`src/rtl/vga_pkg.sv`:
```
// Shared VGA timing package: default 640x480@60 constants, totals and the
// per-axis phase type used by the counter/FSM and the sync generator.
package vga_pkg;

    // Default 640x480@60 Hz timing, in pixels (horizontal) and lines (vertical)
    localparam int H_ACTIVE_DEF = 640;
    localparam int H_FP_DEF     = 16;
    localparam int H_SYNC_DEF   = 96;
    localparam int H_BP_DEF     = 48;
    localparam int V_ACTIVE_DEF = 480;
    localparam int V_FP_DEF     = 10;
    localparam int V_SYNC_DEF   = 2;
    localparam int V_BP_DEF     = 33;
    localparam int CNT_W_DEF    = 10;

    // Sum of the four phases of one axis
    function automatic int axis_total(input int act, input int fp,
                                      input int sync, input int bp);
        return act + fp + sync + bp;
    endfunction

    localparam int H_TOTAL_DEF = axis_total(H_ACTIVE_DEF, H_FP_DEF, H_SYNC_DEF, H_BP_DEF);
    localparam int V_TOTAL_DEF = axis_total(V_ACTIVE_DEF, V_FP_DEF, V_SYNC_DEF, V_BP_DEF);

    // Phase of one axis; order matches the scan order within a line/frame
    typedef enum logic [1:0] {
        PH_ACTIVE = 2'd0,
        PH_FP     = 2'd1,
        PH_SYNC   = 2'd2,
        PH_BP     = 2'd3
    } phase_e;

endpackage

```
`src/rtl/vga_axis_cnt.sv`:
```
// One timing axis: a wrapping position counter plus the ACTIVE/FP/SYNC/BP
// phase FSM. Advances only when step is high; wrap_out flags the step that
// takes the counter from TOTAL-1 back to 0 (used to step the next axis).
module vga_axis_cnt
    import vga_pkg::*;
#(
    parameter int ACTIVE = H_ACTIVE_DEF,
    parameter int FP     = H_FP_DEF,
    parameter int SYNC   = H_SYNC_DEF,
    parameter int BP     = H_BP_DEF,
    parameter int CNT_W  = CNT_W_DEF
) (
    input  logic             clk_i,
    input  logic             rst_i,
    input  logic             step,
    output logic             wrap_out,
    output logic [CNT_W-1:0] cnt,
    output phase_e           phase
);

    localparam int TOTAL = axis_total(ACTIVE, FP, SYNC, BP);

    // Counts must fit the counter, and every phase needs at least one slot
    // or the FSM would skip a state.
    if (TOTAL > (1 << CNT_W)) begin : g_bad_total
        $error("vga_axis_cnt: total %0d does not fit in %0d bits", TOTAL, CNT_W);
    end
    if (ACTIVE < 1 || FP < 1 || SYNC < 1 || BP < 1) begin : g_bad_len
        $error("vga_axis_cnt: every phase length must be at least 1");
    end

    // Last count of each phase; the FSM leaves a phase on the step taken there
    localparam logic [CNT_W-1:0] END_ACT  = CNT_W'(ACTIVE - 1);
    localparam logic [CNT_W-1:0] END_FP   = CNT_W'(ACTIVE + FP - 1);
    localparam logic [CNT_W-1:0] END_SYNC = CNT_W'(ACTIVE + FP + SYNC - 1);
    localparam logic [CNT_W-1:0] END_BP   = CNT_W'(TOTAL - 1);

    logic [CNT_W-1:0] cnt_q;
    phase_e           phase_q, phase_nxt;

    assign wrap_out = step && (cnt_q == END_BP);
    assign cnt      = cnt_q;
    assign phase    = phase_q;

    // Position counter: 0..TOTAL-1, wrapping
    always_ff @(posedge clk_i) begin
        if (rst_i)
            cnt_q <= '0;
        else if (step)
            cnt_q <= (cnt_q == END_BP) ? '0 : cnt_q + 1'b1;
    end

    // Phase state register
    always_ff @(posedge clk_i) begin
        if (rst_i)
            phase_q <= PH_ACTIVE;
        else
            phase_q <= phase_nxt;
    end

    // Next phase: move on when the step lands on the last count of the phase
    always_comb begin
        phase_nxt = phase_q;
        if (step) begin
            case (phase_q)
                PH_ACTIVE: if (cnt_q == END_ACT)  phase_nxt = PH_FP;
                PH_FP:     if (cnt_q == END_FP)   phase_nxt = PH_SYNC;
                PH_SYNC:   if (cnt_q == END_SYNC) phase_nxt = PH_BP;
                PH_BP:     if (cnt_q == END_BP)   phase_nxt = PH_ACTIVE;
                default:                          phase_nxt = PH_ACTIVE;
            endcase
        end
    end

endmodule

```
`src/rtl/vga_sync_gen.sv`:
```
// VGA sync/timing generator (default 640x480@60 on a 25 MHz pixel clock).
// Horizontal and vertical axis counters; the vertical axis steps on the
// horizontal wrap. All outputs are registered one cycle behind the counters.
// Optional: define VGA_SYNC_FRAME_CNT_EN to add a 16-bit frame counter output.
module vga_sync_gen
    import vga_pkg::*;
#(
    parameter int   H_ACTIVE = H_ACTIVE_DEF,
    parameter int   H_FP     = H_FP_DEF,
    parameter int   H_SYNC   = H_SYNC_DEF,
    parameter int   H_BP     = H_BP_DEF,
    parameter int   V_ACTIVE = V_ACTIVE_DEF,
    parameter int   V_FP     = V_FP_DEF,
    parameter int   V_SYNC   = V_SYNC_DEF,
    parameter int   V_BP     = V_BP_DEF,
    parameter bit   SYNC_POL = 1'b0,
    parameter int   CNT_W    = CNT_W_DEF
) (
    input  logic             clk_i,
    input  logic             rst_i,
    input  logic             en_i,
    output logic             hsync_o,
    output logic             vsync_o,
    output logic             video_on_o,
    output logic [CNT_W-1:0] x_o,
    output logic [CNT_W-1:0] y_o,
    output logic             line_start_o,
    output logic             frame_start_o
`ifdef VGA_SYNC_FRAME_CNT_EN
    ,
    output logic [15:0]      frame_cnt_o
`endif
);

    logic [CNT_W-1:0] h_cnt, v_cnt;
    phase_e           h_phase, v_phase;
    logic             h_wrap;
    logic             v_wrap_unused;

    vga_axis_cnt #(
        .ACTIVE (H_ACTIVE),
        .FP     (H_FP),
        .SYNC   (H_SYNC),
        .BP     (H_BP),
        .CNT_W  (CNT_W)
    ) u_h_axis (
        .clk_i    (clk_i),
        .rst_i    (rst_i),
        .step     (en_i),
        .wrap_out (h_wrap),
        .cnt      (h_cnt),
        .phase    (h_phase)
    );

    // Vertical axis advances one line per horizontal wrap
    vga_axis_cnt #(
        .ACTIVE (V_ACTIVE),
        .FP     (V_FP),
        .SYNC   (V_SYNC),
        .BP     (V_BP),
        .CNT_W  (CNT_W)
    ) u_v_axis (
        .clk_i    (clk_i),
        .rst_i    (rst_i),
        .step     (h_wrap),
        .wrap_out (v_wrap_unused),
        .cnt      (v_cnt),
        .phase    (v_phase)
    );

    // Output register: sample counter/phase state on enabled cycles; hold
    // otherwise, but drop the strobes so a frozen pixel never repeats one.
    always_ff @(posedge clk_i) begin
        if (rst_i) begin
            x_o           <= '0;
            y_o           <= '0;
            video_on_o    <= 1'b0;
            hsync_o       <= ~SYNC_POL;
            vsync_o       <= ~SYNC_POL;
            line_start_o  <= 1'b0;
            frame_start_o <= 1'b0;
        end else if (en_i) begin
            x_o           <= h_cnt;
            y_o           <= v_cnt;
            video_on_o    <= (h_phase == PH_ACTIVE) && (v_phase == PH_ACTIVE);
            hsync_o       <= (h_phase == PH_SYNC) ? SYNC_POL : ~SYNC_POL;
            vsync_o       <= (v_phase == PH_SYNC) ? SYNC_POL : ~SYNC_POL;
            line_start_o  <= (h_cnt == '0);
            frame_start_o <= (h_cnt == '0) && (v_cnt == '0);
        end else begin
            line_start_o  <= 1'b0;
            frame_start_o <= 1'b0;
        end
    end

`ifdef VGA_SYNC_FRAME_CNT_EN
    // Frame counter: one count per presented frame_start pulse, wraps at 16 bits
    always_ff @(posedge clk_i) begin
        if (rst_i)
            frame_cnt_o <= '0;
        else if (frame_start_o)
            frame_cnt_o <= frame_cnt_o + 16'd1;
    end
`endif

endmodule

```
`config.mk`:
```
export PLATFORM = sky130hd
export DESIGN_NAME = vga_sync_gen
export DESIGN_NICKNAME = d
export VERILOG_FILES = /design/src/rtl/vga_pkg.sv /design/src/rtl/vga_axis_cnt.sv /design/src/rtl/vga_sync_gen.sv
export SDC_FILE = /design/constraint.sdc
export NUM_CORES = 1
export LEC_CHECK = 0
export ABC_AREA = 1
export BUFFER_PORTS_ARGS = -buffer_cell sky130_fd_sc_hd__buf_2
export CORE_ASPECT_RATIO = 1.75
export CORE_UTILIZATION = 43
export DETAILED_ROUTE_END_ITERATION = 12
export GPL_TIMING_DRIVEN = 0
export SLEW_MARGIN = 20
export SYNTH_ARGS = -nofsm -noshare
export SYNTH_HDL_FRONTEND = slang
export SYNTH_SLANG_ARGS = --single-unit
export TNS_END_PERCENT = 100
```
`constraint.sdc`:
```
create_clock -name clk_i -period 3.45 [get_ports clk_i]
set_input_delay 0.5175 -clock clk_i [delete_from_list [all_inputs] [get_ports clk_i]]
set_output_delay 0.5175 -clock clk_i [all_outputs]
set_load 0.01 [all_outputs]
```
==> qor.csv, run 1 <==
stage;metric;value;unit
timing;final slew viol count;0;
yosys;post-synthesis sequential area ratio;40.98;%
grt;initial antenna violation count;0;
critical_path;Crit Path Max Fanout;10;
drt;post-route ant nets;0;
grt;largest net degree at the start of global routing;16;
timing;Hold Fails Final Rpt;0;
floorplanning;# IOs;28;
finish;Non-Filler Instances;445;
worst_hold_path;Hold Crit Class;in2reg;
timing;RSZ-0062 raised after global routing;no;
cts;root buf cell;clkbuf_8;
grt;gr ovfl total;0;
critical_path;crit end category;register;
critical_path;slowest CP cell;dfxtp_1;
yosys;Synth Warn #;0;
yosys;register bit total from synthesis;49;
timing;Tcrit/Tclk final;49.00;%
timing;min Tclk post-route;1691;ps
yosys;synth unique cells;28;
place;hpwl dp;4579;um
yosys;syn avg cell area;7.103;um2
cts;CTS tree;built;
timing;TNS Setup;0;ps
critical_path;critical path, cell by cell;ha_1, nand2_2, nor2_4, nand4_4, nand2_2, nand2_2, and3_1;
cts;CTS Buf Count;5;
floorplanning;Core ar.;5299;um2
cts;H-tree depth;2;
drt;vias per std cell;4.966;
yosys;Synth Instances;337;
finish;commonest non-fill, non-tap cell in the layout;nand2_1;
timing;Worst-Margin Slew;544.4;ps
job;Max-Cap Viols;0;
critical_path;slowest cell delay on critical path;410;ps
grt;first-pass GRT wire length;9763;um
floorplanning;Die H;100.7;um
drt;drt pass-1 iters;4;
cts;cts repair resizes;0;
finish;diodes inserted;0;
floorplanning;effective utilization at floorplan;45.17;%
finish;commonest non-fill, non-tap cells in the layout;66 x nand2_1, 57 x nor2_1, 49 x dfxtp_1;
floorplanning;die width;58.40;um
place;DP Cell Count;437;
timing;Slew HR;63.70;%
drt;DRC viols;0;
timing;number of setup violations in the final report;0;
timing;Clock Skews;11.33;ps
floorplanning;row count;35;
cts;Post-CTS Setup Bufs;0;
place;GP Congestion;0.8842;
finish;footprint of the multi-input gates;1239;um2
cts;Longest Clk Path Bufs;2;
grt;vias in the first global route;2124;
yosys;Synth Cell Area;2394;um2
place;number of port buffers;26;
finish;Reg area;980.9;um2
power_and_ir_drop;leakage power;1.149;nW
yosys;total nets after synthesis;353;
critical_path;critical path's most frequent cell;nand2_2;
critical_path;crit path DAT;1910;ps
critical_path;Buf/Inv on CP;0;
drt;WL/cell;13.05;um
floorplanning;full die area;5881;um2
critical_path;WP data required;3670;ps
cts;CTS Hold Bufs;0;
grt;Total Routing Usage GR;22.18;%
cts;CTS Sinks;49;
critical_path;CP delay by family, top;simple AND/OR/NAND/NOR gates;
finish;ratio of cells with drive above 1 in the final layout;12.13;%
timing;Max Freq;0.5915;GHz
critical_path;Critical Path Start Type;register;
cts;clock latency at the later pin of the worst-skew pair;310;ps
finish;Final nets;386;
drt;DR vias;2210;
power_and_ir_drop;maximum VDD drop;0.2930;mV
drt;DRT iter0 DRCs;77;
cts;Clock transition at path regs;100;ps
run_status;status;completed;
finish;fill count;555;
critical_path;critical path class;reg2reg;
power_and_ir_drop;Tot Pwr;1.153;mW
power_and_ir_drop;total power per unit cell area;419.1;nW/um2
drt;final WL;5807;um
finish;Syn-to-layout area delta;14.90;%
-- final cells by class --
class / instances / share of cell area, %
multi-input combinational: 243 / 45.04
sequential: 49 / 35.67
inverter: 35 / 4.823
timing repair buffer: 26 / 4.732
tap: 74 / 3.367
clock buffer: 5 / 2.502
clock inverter: 3 / 2.366
buffer: 10 / 1.501
-- cell usage after synthesis --
master	instances	area (um2)
nor2_2	1	6.260
clkinv_2	1	5.000
clkinv_1	1	3.750
clkbuf_1	9	33.78
nor2_1	57	214.0
ha_1	13	162.7
nand3_1	20	100.1
a21oi_1	27	135.1
a211oi_1	3	22.52
inv_2	2	7.510
dfxtp_1	49	980.9
nand3b_1	1	7.510
inv_1	31	116.4
o21ai_0	25	125.1
o22ai_1	1	6.260
nor2_4	2	22.52
nand2_2	3	18.77
nand2_1	66	247.7
xor2_1	3	26.28
nand4_1	8	50.05
o21ai_1	1	5.000
nand4_4	1	21.27
nor4_1	1	6.260
a22oi_1	1	7.510
nor3b_1	3	22.52
nor3_1	5	25.02
buf_4	1	7.510
and3_1	1	6.260
-- cell families (layout without fill, tap and decap cells) --
kind of cell / Yosys count / after routing / synth area share [%]
and+or+nand+nor: 169 / 169 / 31.26
AOI/OAI and AO/OA: 58 / 58 / 12.60
DFF: 49 / 49 / 40.98
buffers and inverters: 45 / 79 / 7.266
adders and majority gates: 13 / 13 / 6.796
xor gates and xnor gates: 3 / 3 / 1.098
-- tightest hold or removal path: cells and delay by family --
kind / cells / cell delay, ps
buffers and inverters: 1 / 120
AOI/OAI and AO/OA: 2 / 100
-- layer usage --
layer  wire (um)  share of wire [%]  track usage [%]  up-vias
met4         153                2.6            10.44        0
met1        2371                 41            23.46     1011
met3          84                1.4            3.338       14
met5           0                  0                0        -
met2        3197                 55            41.47       27
li1            -                  -                -     1158
-- power breakdown --
group          internal [mW]  switching, mW  leakage, nW  total [mW]
clock network          0.288          0.200       0.0681       0.488
logic                 0.0258         0.0474        0.682      0.0732
registers              0.582        0.00927        0.400       0.592
-- per-stage QoR --
stage	utilization (%)	instance area, um2	setup slack, ps	hold WS (ps)
after detailed placement	49.37	2616	1725	451.4
after CTS	51.90	2750	1755	452.1
final	51.90	2750	1759	462.6
after global routing	51.90	2750	1597	476.3
after floorplan	-	2394	2024	472.8
after global placement	49.37	2616	1753	449.5
-- sequential cells by signal, indices dropped and copies added, names as in the netlist --
signal	count
frame_start_o	1
hsync_o	1
line_start_o	1
u_h_axis.cnt	10
u_h_axis.phase	2
u_v_axis.cnt	10
u_v_axis.phase	2
video_on_o	1
vsync_o	1
x_o	10
y_o	10
-- worst paths after layout --
kind,slack [ps],start,to,cells after the start
max,1760,u_h_axis.cnt[1],u_v_axis.cnt[3],7
min,460,rst_i,hsync_o,3
max reg2reg,1760,u_h_axis.cnt[1],u_v_axis.cnt[3],7
min reg2reg,460,x_o[1],x_o[1],2
Power figures use the tool's default switching activity.
==> inputs of run 2 (changes only) <==
--- a/config.mk
+++ b/config.mk
@@ -5,7 +5,7 @@
 export SDC_FILE = /design/constraint.sdc
 export NUM_CORES = 1
 export LEC_CHECK = 0
-export ABC_AREA = 1
+export ABC_AREA = 0
 export BUFFER_PORTS_ARGS = -buffer_cell sky130_fd_sc_hd__buf_2
 export CORE_ASPECT_RATIO = 1.75
 export CORE_UTILIZATION = 43
==> constraint.sdc (replaced) <==
create_clock -name clk_i -period 1.46 [get_ports clk_i]
set_input_delay 0.219 -clock clk_i [delete_from_list [all_inputs] [get_ports clk_i]]
set_output_delay 0.219 -clock clk_i [all_outputs]
set_load 0.01 [all_outputs]
==> qor.csv, run 2 <==
stage;metric;value;unit
run_status;status;finished, violations left;
run_status;violated checks;DRC, setup timing;
timing;min Tclk post-route;2050;ps
floorplanning;Die H;97.95;um
cts;CTS tree;built;
floorplanning;full die area;5567;um2
critical_path;Critical Path Start Type;register;
power_and_ir_drop;combinational cell fraction of total power;4.8;%
place;GP Congestion;0.7808;
place;number of port buffers;25;
floorplanning;Core ar.;5020;um2
yosys;total nets after synthesis;268;
critical_path;crit path DAT;2250;ps
power_and_ir_drop;Sequential Power Share;56.0;%
cts;root buf cell;clkbuf_8;
yosys;Synth Cell Area;2262;um2
floorplanning;effective utilization at floorplan;45.06;%
yosys;Synth top area share;43.36;%
critical_path;WP data required;1660;ps
grt;gr ovfl total;0;
yosys;top_reg_cell synth;dfxtp_1;
drt;WL/cell;15.22;um
yosys;top-count cell post-synth;dfxtp_1;
floorplanning;row count;34;
yosys;Synth Instances;252;
timing;RSZ-0062 raised after global routing;yes;
finish;Final Util;57.33;%
yosys;number of synthesized flops with an enable pin;0;
timing;Hold Fails Final Rpt;0;
floorplanning;die width;56.83;um
finish;diodes inserted;0;
power_and_ir_drop;Switching Share;22.12;%
timing;Tcrit/Tclk final;140.4;%
grt;Total Routing Usage GR;19.82;%
yosys;register bit total from synthesis;49;
power_and_ir_drop;total power per unit cell area;841.5;nW/um2
cts;Clock transition at path regs;90;ps
yosys;syn avg cell area;8.977;um2
grt;initial antenna violation count;0;
timing;Worst-Margin Slew;682.4;ps
finish;commonest non-fill, non-tap cell in the layout;dfxtp_1;
timing;Clock Skews;9.559;ps
job;Max-Cap Viols;0;
power_and_ir_drop;Tot Pwr;2.422;mW
grt;first-pass GRT wire length;8480;um
power_and_ir_drop;Clk pwr share;39.2;%
drt;DRC viols;4;
grt;vias in the first global route;1843;
yosys;synth cell count leaders;49 x dfxtp_1, 37 x nor2_1, 22 x mux2i_1, 17 x nand2_1;
worst_hold_path;Hold Crit Class;in2reg;
yosys;post-synthesis sequential area ratio;43.36;%
critical_path;Crit Path Max Fanout;3;
drt;post-route ant nets;0;
floorplanning;# IOs;28;
timing;Slew HR;54.51;%
yosys;ranking of synthesized cells by area;dfxtp_1 43%, mux2i_1 9.7%, ha_1 7.2%, nor2_1 6.1%, xor2_1 3.1%;
grt;largest net degree at the start of global routing;15;
drt;vias per std cell;5.411;
power_and_ir_drop;maximum VDD drop;0.4563;mV
yosys;Synth Warn #;0;
place;hpwl dp;3759;um
drt;DR vias;1883;
cts;CTS Buf Count;5;
timing;final slew viol count;0;
drt;DRT iter0 DRCs;41;
finish;commonest non-fill, non-tap cells in the layout;38 x dfxtp_1, 37 x nor2_1, 27 x buf_2;
timing;setup ws final;-590.3;ps
yosys;post-synthesis async set-or-reset flop share;0;%
finish;Syn-to-layout area delta;27.21;%
cts;CTS Hold Bufs;0;
critical_path;crit end category;register;
finish;Final nets;310;
finish;ratio of cells with drive above 1 in the final layout;29.93;%
cts;CTS Sinks;49;
cts;clock latency at the later pin of the worst-skew pair;310;ps
timing;Max Freq;0.4877;GHz
power_and_ir_drop;Sw Pwr;0.5358;mW
power_and_ir_drop;leakage power;1.179;nW
cts;Longest Clk Path Bufs;2;
finish;Non-Filler Instances;348;
timing;Min Hold Slack;293.4;ps
critical_path;critical path class;reg2reg;
yosys;cell taking the most area after synthesis;dfxtp_1;
power_and_ir_drop;internal power;1.886;mW
timing;TNS Setup;-6228;ps
drt;final WL;5295;um
yosys;synth unique cells;35;
cts;H-tree depth;2;
drt;drt pass-1 iters;8;
place;DP Cell Count;331;
timing;number of setup violations in the final report;14;
## run 2: cell count changes after synthesis, moves of 5 or more
| cell | previous run | this run |
|---|---|---|
| mux2i_1 | 0 | 22 |
| nor2_1 | 57 | 37 |
| xnor2_1 | 0 | 6 |
| inv_1 | 31 | 13 |
| xor2_1 | 3 | 8 |
| a21oi_1 | 27 | 11 |
| nand2_1 | 66 | 17 |
| nand3_1 | 20 | 12 |
| o21ai_0 | 25 | 4 |
| nand2b_1 | 0 | 7 |
## run 2: kinds of logic (layout without fill, tap and decap cells)
group	after synthesis	after routing	synth area share (%)
AOI/OAI and AO/OA	25	25	6.969
xor gates and xnor gates	14	14	5.420
adders and majority gates	13	13	7.190
buffers and inverters	28	70	4.812
DFF	49	49	43.36
muxes	22	22	9.734
and+or+nand+nor	101	101	22.51
## run 2: layout make-up
class / count / area [um2]
plain buffers: 12 / 61.31
clock buffers: 5 / 68.82
clock inverters: 2 / 35.03
fillers: 488 / 2142
inverters: 13 / 53.80
multi-input cells: 175 / 1365
flip-flops and latches: 49 / 999.7
well taps: 54 / 67.56
repair buffers: 38 / 226.5
## run 2: power groups by stage
stage                     Sequential (mW)  Clock (mW)  Combinational [mW]
final                                1.36       0.948               0.117
after global routing                 1.36        1.02               0.129
after CTS                            1.36       0.964               0.111
after detailed placement             1.39           0               0.108
after global placement               1.39           0               0.108
after floorplan                      1.39           0              0.0738
## run 2: routing by layer
layer	vias to the layer above	track usage, %	part of all wire (%)
met5	-	0	0
met4	0	10.32	3.2
met3	10	3.179	2.3
met2	27	37.91	57
met1	903	19.78	38
li1	943	-	-
## run 2: critical path: stages, from the launching register on
cell and delay (ps):
dfxtp_4 360, inv_4 60, ha_4 130, or4b_4 460, nor3_4 130, nand4_1 180, a2111o_1 480, mux2i_1 140
## run 2: final timing paths
path | from | slack, ps | depth (start not counted) | end
min reg2reg | video_on_o | 470 | 2 | video_on_o
min | en_i | 290 | 3 | line_start_o
max | u_v_axis.cnt[0] | -590 | 7 | u_v_axis.phase[0]
max reg2reg | u_v_axis.cnt[0] | -590 | 7 | u_v_axis.phase[0]
## run 2: through the flow
step                      area [um2]  setup WS [ps]
after global routing            2878         -647.0
after detailed placement        2512         -850.5
final                           2878         -590.3
after global placement          2512         -804.7
after floorplan                 2320         -420.4
after CTS                       2775         -681.9
## run 2: repair_timing
item                                    CTS  global route
buffers inserted                         12             5
pin swaps                                 6            16
endpoints found under the setup margin   23            30
gates resized for setup                  21            26
endpoints found under the hold margin     0             0
